==> config.mk <==
export PLATFORM = sky130hd
export DESIGN_NAME = fetch_ctrl
export DESIGN_NICKNAME = d
export VERILOG_FILES = /design/src/rtl/fetch_ctrl.sv
export SDC_FILE = /design/constraint.sdc
export NUM_CORES = 1
export LEC_CHECK = 0
export BUFFER_PORTS_ARGS = -buffer_cell sky130_fd_sc_hd__buf_4
export CELL_PAD_IN_SITES_DETAIL_PLACEMENT = 1
export CELL_PAD_IN_SITES_GLOBAL_PLACEMENT = 2
export CORE_MARGIN = 1
export CORE_UTILIZATION = 27
export DETAILED_ROUTE_END_ITERATION = 10
export PLACE_DENSITY_LB_ADDON = 0.2
export SYNTH_ARGS = -nofsm -noshare
export SYNTH_HDL_FRONTEND = slang
export SYNTH_SLANG_ARGS = --single-unit
export TNS_END_PERCENT = 1
==> constraint.sdc <==
create_clock -name clk -period 2.66 [get_ports clk]
set_input_delay 0.133 -clock clk [delete_from_list [all_inputs] [get_ports clk]]
set_output_delay 0.133 -clock clk [all_outputs]
set_load 0.01 [all_outputs]
==> src/rtl/fetch_ctrl.sv <==
// Front-end fetch control: PC update, IF/ID and ID/EX register controls,
// redirect/hazard/wait-state resolution and stall/flush performance counters.
module fetch_ctrl #(
    parameter int FLUSH_EXTRA = 1,
    parameter int CNT_W       = 16
) (
    input  logic             clk,
    input  logic             rst,
    output logic             imem_req,
    input  logic             imem_ready,
    input  logic             ex_valid,
    input  logic             ex_branch,
    input  logic             ex_bne,
    input  logic             ex_zero,
    input  logic             ex_jump,
    input  logic [31:0]      ex_br_tgt,
    input  logic [31:0]      ex_jmp_tgt,
    input  logic             ex_mem_read,
    input  logic [4:0]       ex_rt,
    input  logic [4:0]       id_rs,
    input  logic [4:0]       id_rt,
    input  logic             id_uses_rt,
    output logic             pc_en,
    output logic             pc_src,
    output logic [31:0]      pc_tgt,
    output logic             if_id_en,
    output logic             if_id_flush,
    output logic             id_ex_bubble,
    output logic [CNT_W-1:0] stall_cnt,
    output logic [CNT_W-1:0] flush_cnt
);

    typedef enum logic [1:0] {
        RUN,
        WAIT,
        FLUSH
    } state_t;

    localparam logic [2:0]       FE      = 3'(FLUSH_EXTRA);
    localparam logic [CNT_W-1:0] CNT_ONE = 1;
    localparam logic [CNT_W-1:0] CNT_MAX = '1;

    state_t      state_q, state_d;
    logic        pend_q, pend_d;
    logic [31:0] pend_tgt_q, pend_tgt_d;
    logic [2:0]  fcnt_q, fcnt_d;

    logic        taken;
    logic        lu_hazard;
    logic [31:0] target;
    logic        do_redir;
    logic [31:0] redir_tgt;

    assign taken  = ex_valid & (ex_jump | (ex_branch & (ex_zero ^ ex_bne)));
    assign target = ex_jump ? ex_jmp_tgt : ex_br_tgt;

    assign lu_hazard = ex_valid & ex_mem_read & (ex_rt != 5'd0) &
                       ((ex_rt == id_rs) | (id_uses_rt & (ex_rt == id_rt)));

    always_comb begin
        state_d      = state_q;
        pend_d       = pend_q;
        pend_tgt_d   = pend_tgt_q;
        fcnt_d       = fcnt_q;
        imem_req     = 1'b1;
        pc_en        = imem_ready;
        pc_src       = 1'b0;
        pc_tgt       = 32'd0;
        if_id_en     = 1'b1;
        if_id_flush  = ~imem_ready;
        id_ex_bubble = 1'b0;
        do_redir     = 1'b0;
        redir_tgt    = target;

        unique case (state_q)
            RUN: begin
                if (taken) begin
                    do_redir = 1'b1;
                end else if (lu_hazard) begin
                    pc_en        = 1'b0;
                    if_id_en     = 1'b0;
                    id_ex_bubble = 1'b1;
                    if_id_flush  = 1'b0;
                end else if (!imem_ready) begin
                    state_d = WAIT;
                end
            end
            WAIT: begin
                pc_en       = 1'b0;
                if_id_flush = 1'b1;
                if (taken && !pend_q) begin
                    pend_d       = 1'b1;
                    pend_tgt_d   = target;
                    id_ex_bubble = 1'b1;
                end
                if (imem_ready) begin
                    if (pend_q || taken) begin
                        do_redir  = 1'b1;
                        redir_tgt = pend_q ? pend_tgt_q : target;
                    end else begin
                        // The returning word is the one we waited for; keep it.
                        pc_en       = 1'b1;
                        if_id_flush = 1'b0;
                        state_d     = RUN;
                    end
                end
            end
            FLUSH: begin
                if_id_flush = 1'b1;
                if (taken) begin
                    do_redir = 1'b1;
                end else if (imem_ready) begin
                    fcnt_d = fcnt_q - 3'd1;
                    if (fcnt_q <= 3'd1) begin
                        state_d = RUN;
                    end
                end
            end
            default: begin
                state_d = RUN;
            end
        endcase

        if (do_redir) begin
            pc_en        = 1'b1;
            pc_src       = 1'b1;
            pc_tgt       = redir_tgt;
            if_id_en     = 1'b1;
            if_id_flush  = 1'b1;
            id_ex_bubble = 1'b1;
            pend_d       = 1'b0;
            fcnt_d       = FE;
            state_d      = (FE == 3'd0) ? RUN : FLUSH;
        end

        if (rst) begin
            imem_req     = 1'b0;
            pc_en        = 1'b0;
            pc_src       = 1'b0;
            pc_tgt       = 32'd0;
            if_id_en     = 1'b0;
            if_id_flush  = 1'b1;
            id_ex_bubble = 1'b1;
        end
    end

    always_ff @(posedge clk) begin
        if (rst) begin
            state_q    <= RUN;
            pend_q     <= 1'b0;
            pend_tgt_q <= 32'd0;
            fcnt_q     <= 3'd0;
        end else begin
            state_q    <= state_d;
            pend_q     <= pend_d;
            pend_tgt_q <= pend_tgt_d;
            fcnt_q     <= fcnt_d;
        end
    end

    always_ff @(posedge clk) begin
        if (rst) begin
            stall_cnt <= '0;
            flush_cnt <= '0;
        end else begin
            if (!pc_en && stall_cnt != CNT_MAX) begin
                stall_cnt <= stall_cnt + CNT_ONE;
            end
            if (if_id_flush && flush_cnt != CNT_MAX) begin
                flush_cnt <= flush_cnt + CNT_ONE;
            end
        end
    end

endmodule

==> results of run 1 <==
[worst paths after layout]
check                      start        endpoint  slack (ns)  depth (start not counted)
setup / recovery      state_q[0]       pc_tgt[6]        0.46                          6
hold / removal        imem_ready      state_q[0]        0.04                          2
setup reg to reg      state_q[0]    flush_cnt[0]        0.56                          5
hold reg to reg   pend_tgt_q[19]  pend_tgt_q[19]        0.50                          2
[stage by stage]
step,cell area [µm²],power (mW),cells
after floorplan,4160,1.38,516
after global placement,5520,1.60,834
after detailed placement,5520,1.61,834
after CTS,5790,2.75,850
after global routing,5790,2.84,850
final,5790,2.69,850
[logic make-up (layout without fill, tap and decap cells)]
| family | after synthesis | after routing | synth area share, % |
|---|---|---|---|
| AND/OR/NAND/NOR | 202 | 202 | 23.7 |
| AO/OA/AOI/OAI | 127 | 127 | 21.1 |
| flip-flops | 70 | 70 | 33.7 |
| multiplexers | 50 | 50 | 12.5 |
| buffers and inverters | 50 | 196 | 5.05 |
| XOR/XNOR | 13 | 13 | 2.74 |
| adder cells (fa/ha/maj) | 4 | 4 | 1.20 |
[cells in the mapped netlist, types with 2 or more instances]
cell / instances
sky130_fd_sc_hd__a211oi_1: 69
sky130_fd_sc_hd__a21oi_1: 31
sky130_fd_sc_hd__and3_1: 8
sky130_fd_sc_hd__and4_1: 3
sky130_fd_sc_hd__buf_1: 3
sky130_fd_sc_hd__buf_2: 3
sky130_fd_sc_hd__buf_6: 2
sky130_fd_sc_hd__clkbuf_1: 32
sky130_fd_sc_hd__dfxtp_1: 70
sky130_fd_sc_hd__ha_1: 4
sky130_fd_sc_hd__inv_1: 8
sky130_fd_sc_hd__mux2_2: 15
sky130_fd_sc_hd__mux2i_1: 34
sky130_fd_sc_hd__nand2_1: 22
sky130_fd_sc_hd__nand2b_1: 4
sky130_fd_sc_hd__nand3_1: 14
sky130_fd_sc_hd__nand3b_1: 2
sky130_fd_sc_hd__nand4_1: 14
sky130_fd_sc_hd__nor2_1: 95
sky130_fd_sc_hd__nor2b_1: 16
sky130_fd_sc_hd__nor3_1: 2
sky130_fd_sc_hd__nor4_1: 3
sky130_fd_sc_hd__o21ai_0: 10
sky130_fd_sc_hd__o311a_1: 2
sky130_fd_sc_hd__o311ai_0: 2
sky130_fd_sc_hd__o31ai_1: 2
sky130_fd_sc_hd__or2_2: 2
sky130_fd_sc_hd__or3_1: 10
sky130_fd_sc_hd__or4_1: 2
sky130_fd_sc_hd__xnor2_1: 11
sky130_fd_sc_hd__xor2_1: 2
[where the power goes]
part / switching, mW / leakage, nW / internal [mW]
logic: 0.228 / 1.78 / 0.235
clock network: 0.462 / 0.132 / 0.652
registers: 0.0303 / 0.567 / 1.08
total: 0.721 / 2.48 / 1.97
[cells in the final DEF (no fill, tap or decap), types with 8 or more instances in the layout]
| master | synthesis | final |
|---|---|---|
| sky130_fd_sc_hd__dfxtp_1 | 70 | 70 |
| sky130_fd_sc_hd__nand2_1 | 22 | 22 |
| sky130_fd_sc_hd__nand3_1 | 14 | 14 |
| sky130_fd_sc_hd__nor2_1 | 95 | 95 |
| sky130_fd_sc_hd__mux2i_1 | 34 | 34 |
| sky130_fd_sc_hd__o21ai_0 | 10 | 10 |
| sky130_fd_sc_hd__nor2b_1 | 16 | 16 |
| sky130_fd_sc_hd__buf_4 | 1 | 170 |
| sky130_fd_sc_hd__and3_1 | 8 | 8 |
| sky130_fd_sc_hd__clkbuf_16 | 0 | 9 |
| sky130_fd_sc_hd__xnor2_1 | 11 | 11 |
| sky130_fd_sc_hd__or3_1 | 10 | 10 |
| sky130_fd_sc_hd__mux2_2 | 15 | 15 |
| sky130_fd_sc_hd__nand4_1 | 14 | 14 |
| sky130_fd_sc_hd__a21oi_1 | 31 | 31 |
| sky130_fd_sc_hd__inv_1 | 8 | 8 |
| sky130_fd_sc_hd__a211oi_1 | 69 | 69 |
[critical path, delay by kind of cell, from the launching register on]
family / cells / cell delay, ns
buffers and inverters: 2 / 0.42
and+or+nand+nor: 2 / 0.27
DFF: 1 / 0.50
AOI/OAI and AO/OA: 2 / 0.52
[state kept, by name (all words and copies together) (netlist names)]
name / cells
fcnt_q: 3
pend_tgt_q: 32
stall_cnt: 16
flush_cnt: 16
pend_q: 1
state_q: 2
[per-layer routing]
| layer | track usage, % | share of wire, % |
|---|---|---|
| met1 | 20.9 | 46 |
| met2 | 27.2 | 47 |
| met3 | 4.21 | 5.6 |
| met4 | 6.24 | 1.3 |
| met5 | 0 | 0 |
[layout make-up]
type | instances | area [µm²]
Timing Repair Buffer | 171 | 1300
Clock inverter | 4 | 22.5
Inverter | 9 | 33.8
Sequential cell | 70 | 1400
Fill cell | 1787 | 9350
Multi-Input combinational cell | 396 | 2560
Clock buffer | 12 | 246
Tap cell | 188 | 235
==> impl_metrics.toml, run 1 <==
[grt]
grt_overflow = 0
grt_pass1_wl_um = 21400
grt.total_usage_pct = 16.6
initial_antenna_violation_count = 0
grt_pass1_vias = 4377
grt_max_degree = 65

[timing]
layout_setup_ws_ns = 0.465
hold_violations = 0
period_share_pct = 82.5
fmax_mhz = 456
worst_clock_skew_ns = 0.00621
period_minus_slack_ns = 2.20
tightest_slew_ns = 0.636
grt_setup_unrepaired = "no"
hold-worst-slack_ns = 0.0417
max_slew_margin_pct = 57.6
final-setup-viol-count = 0
setup_tns_ns = 0
finalMaxSlewViolations = 0

[finish]
fin_util_pct = 38.2
drive_gt1_share_pct = 31.4
area_growth_syn_to_layout_pct = 39.1
finish.net_count = 750
number_of_antenna_repair_diodes = 0

[power_and_ir_drop]
irDropWorstVdd_v = 0.000284
powerDensity_nw_per_um2 = 464
p_leak_nw = 2.48

[detailed_routing]
route.final.wire_length_um = 12600
routed-via-count = 4306
dr.first_iter.drc_count = 161
routed_wire_length_per_instance_um = 14.9
remaining_drc_errors = 0
viasPerCell = 5.07
post_drt_antenna_nets = 0
firstDrtPassIters = 4

[clocking]
cts_num_sinks = 70
clkSlewWorstSetupHoldPaths_ns = 0.05
cts_buffer_depth = 2
tritoncts.num_buffers = 9
ctsResizeCount = 0
cts_tree = "yes"
h-tree-depth = 3
cts_stage_hold_buffer_count = 0
post-cts-setup-buffers = 0
clk_latency_ns = 0.33
root_cell_of_the_clock_tree = "sky130_fd_sc_hd__clkbuf_16"

[synth]
number_of_warnings_issued_by_yosys = 0
syn_area_per_cell_um2 = 8.07
synth_largest_area_cell = "sky130_fd_sc_hd__dfxtp_1"
synth-edff-count = 0
synthesis.instances = 516
synth.area.top_cells = "sky130_fd_sc_hd__dfxtp_1 (34%), sky130_fd_sc_hd__a211oi_1 (12%), sky130_fd_sc_hd__nor2_1 (8.6%), sky130_fd_sc_hd__mux2i_1 (8.2%), sky130_fd_sc_hd__mux2_2 (4.1%)"
post_synth_num_cell_types = 50
synthArstFlopShare_pct = 0
ys.flop_type = "sky130_fd_sc_hd__dfxtp_1"
synth-seq-cells = 70
top_cell_type_s_share_of_synthesized_area_pct = 33.7
ys_seq_area_share_pct = 33.7
post_synth_instance_area_um2 = 4160
syn_nets = 609

[worst_setup_path]
worst_setup_path_start_kind = "register"
critical_path.cell_chain = "nand2_1 > a22o_1 > nand2b_1 > buf_4 > a211oi_1 > buf_4"
cp_slowest_stage_delay_ns = 0.50
crit_fanout = 33
worstPathArrival_ns = 2.06
critical_path.endpoint_type = "output port"
timing.setup.critical_path_class = "register to output port"
worst_path_max_delay_cell = "sky130_fd_sc_hd__dfxtp_1"
worst_ep_required_time_ns = 2.53
path_common_cell = "sky130_fd_sc_hd__buf_4"

[min_path]
worst_hold_path_type = "input port to register"

[status]
status = "complete, no violations"

[die]
die_h_um = 126
die_width_um = 126
core_um2 = 15100
pin_count = 159
die-area_um2 = 15900
std_cell_rows = 45
initial_core_util_pct = 27.5

[placed_design]
last_weighted_congestion_value_of_the_routability_driven_placer = 0.736
count_of_buffers_inserted_at_the_top_level_ports = 158
pre_cts_slack_ns = 0.256
post-dp-hpwl_um = 9190

[job]
cap_viol_max_count = 0
No activity file was read; power rests on OpenSTA's default activity.
==> run 2, diff against run 1 <==
- ABC_AREA: not set -> 1
- CORE_UTILIZATION: 27 -> 24
- clock period: 2.66 -> 1.8 ns (I/O delays scaled with it)
==> run 2 against run 1 <==
  * The run now ends with negative setup slack left
  * Utilization fell by 1.4 points
  * Non-clock buffer count grew 31
  * Wire length grew 27%
  * Die area is 24% higher
  * Clock-buffer cell count is 3 lower
  * Power increased by 61%
  * Combinational power is 110% higher
  * Final cell count increased by 27%
  * Critical endpoint unchanged
  * Largest cell class unchanged
  * Largest power group is now the clock network
==> impl_metrics.toml, run 2 <==
[status]
status = "finished, violations left"
violations = "negative setup slack"

[grt]
grt_max_degree = 65
grt.total_usage_pct = 15.8
grt_pass1_wl_um = 25100
grt_use_met3_pct = 3.01
grt_pass1_vias = 5063
global_route.peak_usage_layer = "met2"
grt.met1_usage_pct = 19.7
initial_antenna_violation_count = 0
gr-usage-met2_pct = 27.6
grt_overflow = 0

[synth]
number_of_warnings_issued_by_yosys = 0
synth-seq-cells = 70
syn_nets = 751
synth_top_cells_by_count = "sky130_fd_sc_hd__nor2_1 (130), sky130_fd_sc_hd__nand2_1 (92), sky130_fd_sc_hd__dfxtp_1 (70), sky130_fd_sc_hd__a21oi_1 (54), sky130_fd_sc_hd__nand3_1 (50)"
post_synth_instance_area_um2 = 4600
ys_seq_area_share_pct = 30.5
synthesis.instances = 658
top_cell_type_s_share_of_synthesized_area_pct = 30.5
syn_area_per_cell_um2 = 6.99
post_synth_num_cell_types = 37
synth-edff-count = 0
ys.flop_type = "sky130_fd_sc_hd__dfxtp_1"
synth_most_common_cell = "sky130_fd_sc_hd__nor2_1"
synth_largest_area_cell = "sky130_fd_sc_hd__dfxtp_1"
synth.area.top_cells = "sky130_fd_sc_hd__dfxtp_1 (30%), sky130_fd_sc_hd__nor2_1 (11%), sky130_fd_sc_hd__nand2_1 (7.5%), sky130_fd_sc_hd__mux2i_1 (7.0%), sky130_fd_sc_hd__a21oi_1 (5.9%)"
synthArstFlopShare_pct = 0

[placed_design]
placed_insts = 1051
count_of_buffers_inserted_at_the_top_level_ports = 158
dpl_cell_area_um2 = 6190
last_weighted_congestion_value_of_the_routability_driven_placer = 0.816
pre_cts_slack_ns = 0.00150
post-dp-hpwl_um = 11700

[die]
pin_count = 159
core_um2 = 18800
die_h_um = 140
initial_core_util_pct = 24.5
die-area_um2 = 19700
std_cell_rows = 50
die_width_um = 140

[clocking]
tritoncts.num_buffers = 9
clkSlewWorstSetupHoldPaths_ns = 0.06
cts_buffer_depth = 2
cts_stage_hold_buffer_count = 0
root_cell_of_the_clock_tree = "sky130_fd_sc_hd__clkbuf_16"
cts_num_sinks = 70
clk_latency_ns = 0.35
cts_tree = "yes"
h-tree-depth = 3

[timing]
period_minus_slack_ns = 1.90
max_slew_margin_pct = 63.0
setup_tns_ns = -1.72
period_share_pct = 106
hold-worst-slack_ns = 0.126
layout_setup_ws_ns = -0.104
hold_violations = 0
fmax_mhz = 525
grt_setup_unrepaired = "yes"
worst_clock_skew_ns = 0.0121
finalMaxSlewViolations = 0
final-setup-viol-count = 34
tightest_slew_ns = 0.555

[detailed_routing]
firstDrtPassIters = 4
routed_wire_length_per_instance_um = 14.9
dr.first_iter.drc_count = 82
routed-via-count = 5022
remaining_drc_errors = 0
viasPerCell = 4.67
post_drt_antenna_nets = 0
route.final.wire_length_um = 16100

[finish]
layout_cells_excl_fill = 1076
regMostFlops = "pend_tgt_q"
most-common-layout-cells = "sky130_fd_sc_hd__buf_4 (192), sky130_fd_sc_hd__nor2_1 (124), sky130_fd_sc_hd__nand2_1 (92)"
reg_top3 = "pend_tgt_q: 32 flops, flush_cnt: 16 flops, stall_cnt: 16 flops"
register_area_um2 = 1410
finalInstanceArea_um2 = 6910
layout_commonest_cell = "sky130_fd_sc_hd__buf_4"
finish.net_count = 930
fin_util_pct = 36.8
number_of_antenna_repair_diodes = 0
largest_register_ff_count = 32
nFillCells = 2328
multi_input_area_um2 = 3080
drive_gt1_share_pct = 40.0
area_growth_syn_to_layout_pct = 50.2

[worst_setup_path]
timing.setup.critical_path_class = "register to output port"
crit_fanout = 16
worst_ep_required_time_ns = 1.71
critical_path.endpoint_type = "output port"
worst_setup_path_start_kind = "register"
worstPathArrival_ns = 1.81

[job]
cap_viol_max_count = 0

[power_and_ir_drop]
p_leak_nw = 3.18
irDropWorstVdd_v = 0.000424
power.total_mw = 4.33
powerDensity_nw_per_um2 = 627

[min_path]
worst_hold_path_type = "input port to register"
-- run 2: changes by cell type in the layout (fill, tap and decap cells not counted), moves of 22 or more --
cell and delta:
sky130_fd_sc_hd__a211oi_2 +28, sky130_fd_sc_hd__nand2_1 +70, sky130_fd_sc_hd__inv_1 +29, sky130_fd_sc_hd__nor2_1 +29
sky130_fd_sc_hd__buf_4 +22, sky130_fd_sc_hd__nand3_1 +34, sky130_fd_sc_hd__a21oi_1 +22, sky130_fd_sc_hd__a211oi_1 -69
-- run 2: path summary, 6_finish.rpt --
| path | slack [ns] | from | end | depth (start not counted) |
|---|---|---|---|---|
| min reg2reg | 0.48 | pend_tgt_q[26] | pend_tgt_q[26] | 2 |
| max | -0.10 | state_q[0] | pc_tgt[6] | 10 |
| min | 0.13 | rst | pend_tgt_q[6] | 2 |
| max reg2reg | 0.06 | stall_cnt[0] | stall_cnt[12] | 10 |
-- run 2: power breakdown --
group          total [mW]  internal, mW  switching, mW
clock network        1.71         0.935          0.772
registers            1.64          1.60         0.0405
logic               0.985         0.456          0.528
total                4.33          2.99           1.34
-- run 2: layout make-up --
cell class / count / share of cell area, %
multi-input cells: 497 / 44.5
repair buffers: 202 / 23.3
flip-flops and latches: 70 / 20.5
well taps: 234 / 4.24
inverters: 56 / 3.30
clock buffers: 9 / 3.26
clock inverters: 7 / 0.725
repair inverters: 1 / 0.163
-- run 2: kinds of logic (layout without fill, tap and decap cells) --
family                     Yosys count  count (layout)  share of synthesized area (%)
and+or+nand+nor                    332             332                           33.6
AOI/OAI and AO/OA                  102             102                           13.9
buffers and inverters               91             275                           8.87
DFF                                 70              70                           30.5
muxes                               32              32                           6.97
xor gates and xnor gates            27              27                           5.14
adders and majority gates            4               4                           1.09
-- run 2: per-layer routing --
| metal | up-vias | part of all wire (%) | wire length [µm] |
|---|---|---|---|
| met5 | - | 0 | 0 |
| met3 | 12 | 4.3 | 694 |
| met4 | 0 | 1.0 | 166 |
| met1 | 2369 | 46 | 7330 |
| li1 | 2532 | - | - |
| met2 | 109 | 49 | 7870 |
-- run 2: critical path, cell delays in order (launching register included) --
cell and delay (ns):
sky130_fd_sc_hd__dfxtp_4 0.39, sky130_fd_sc_hd__inv_4 0.05, sky130_fd_sc_hd__nor2_4 0.12, sky130_fd_sc_hd__nand3_2 0.07
sky130_fd_sc_hd__nand2_2 0.08, sky130_fd_sc_hd__inv_2 0.05, sky130_fd_sc_hd__nor2_4 0.14, sky130_fd_sc_hd__buf_12 0.13
sky130_fd_sc_hd__inv_12 0.06, sky130_fd_sc_hd__a211oi_2 0.21, sky130_fd_sc_hd__buf_4 0.15
-- run 2: what timing repair did --
action | in CTS | in global routing
gates cloned | 0 | 4
resized for setup | 34 | 41
buffers inserted | 0 | 5
endpoints found under the setup margin | 35 | 62
pin swaps | 1 | 7
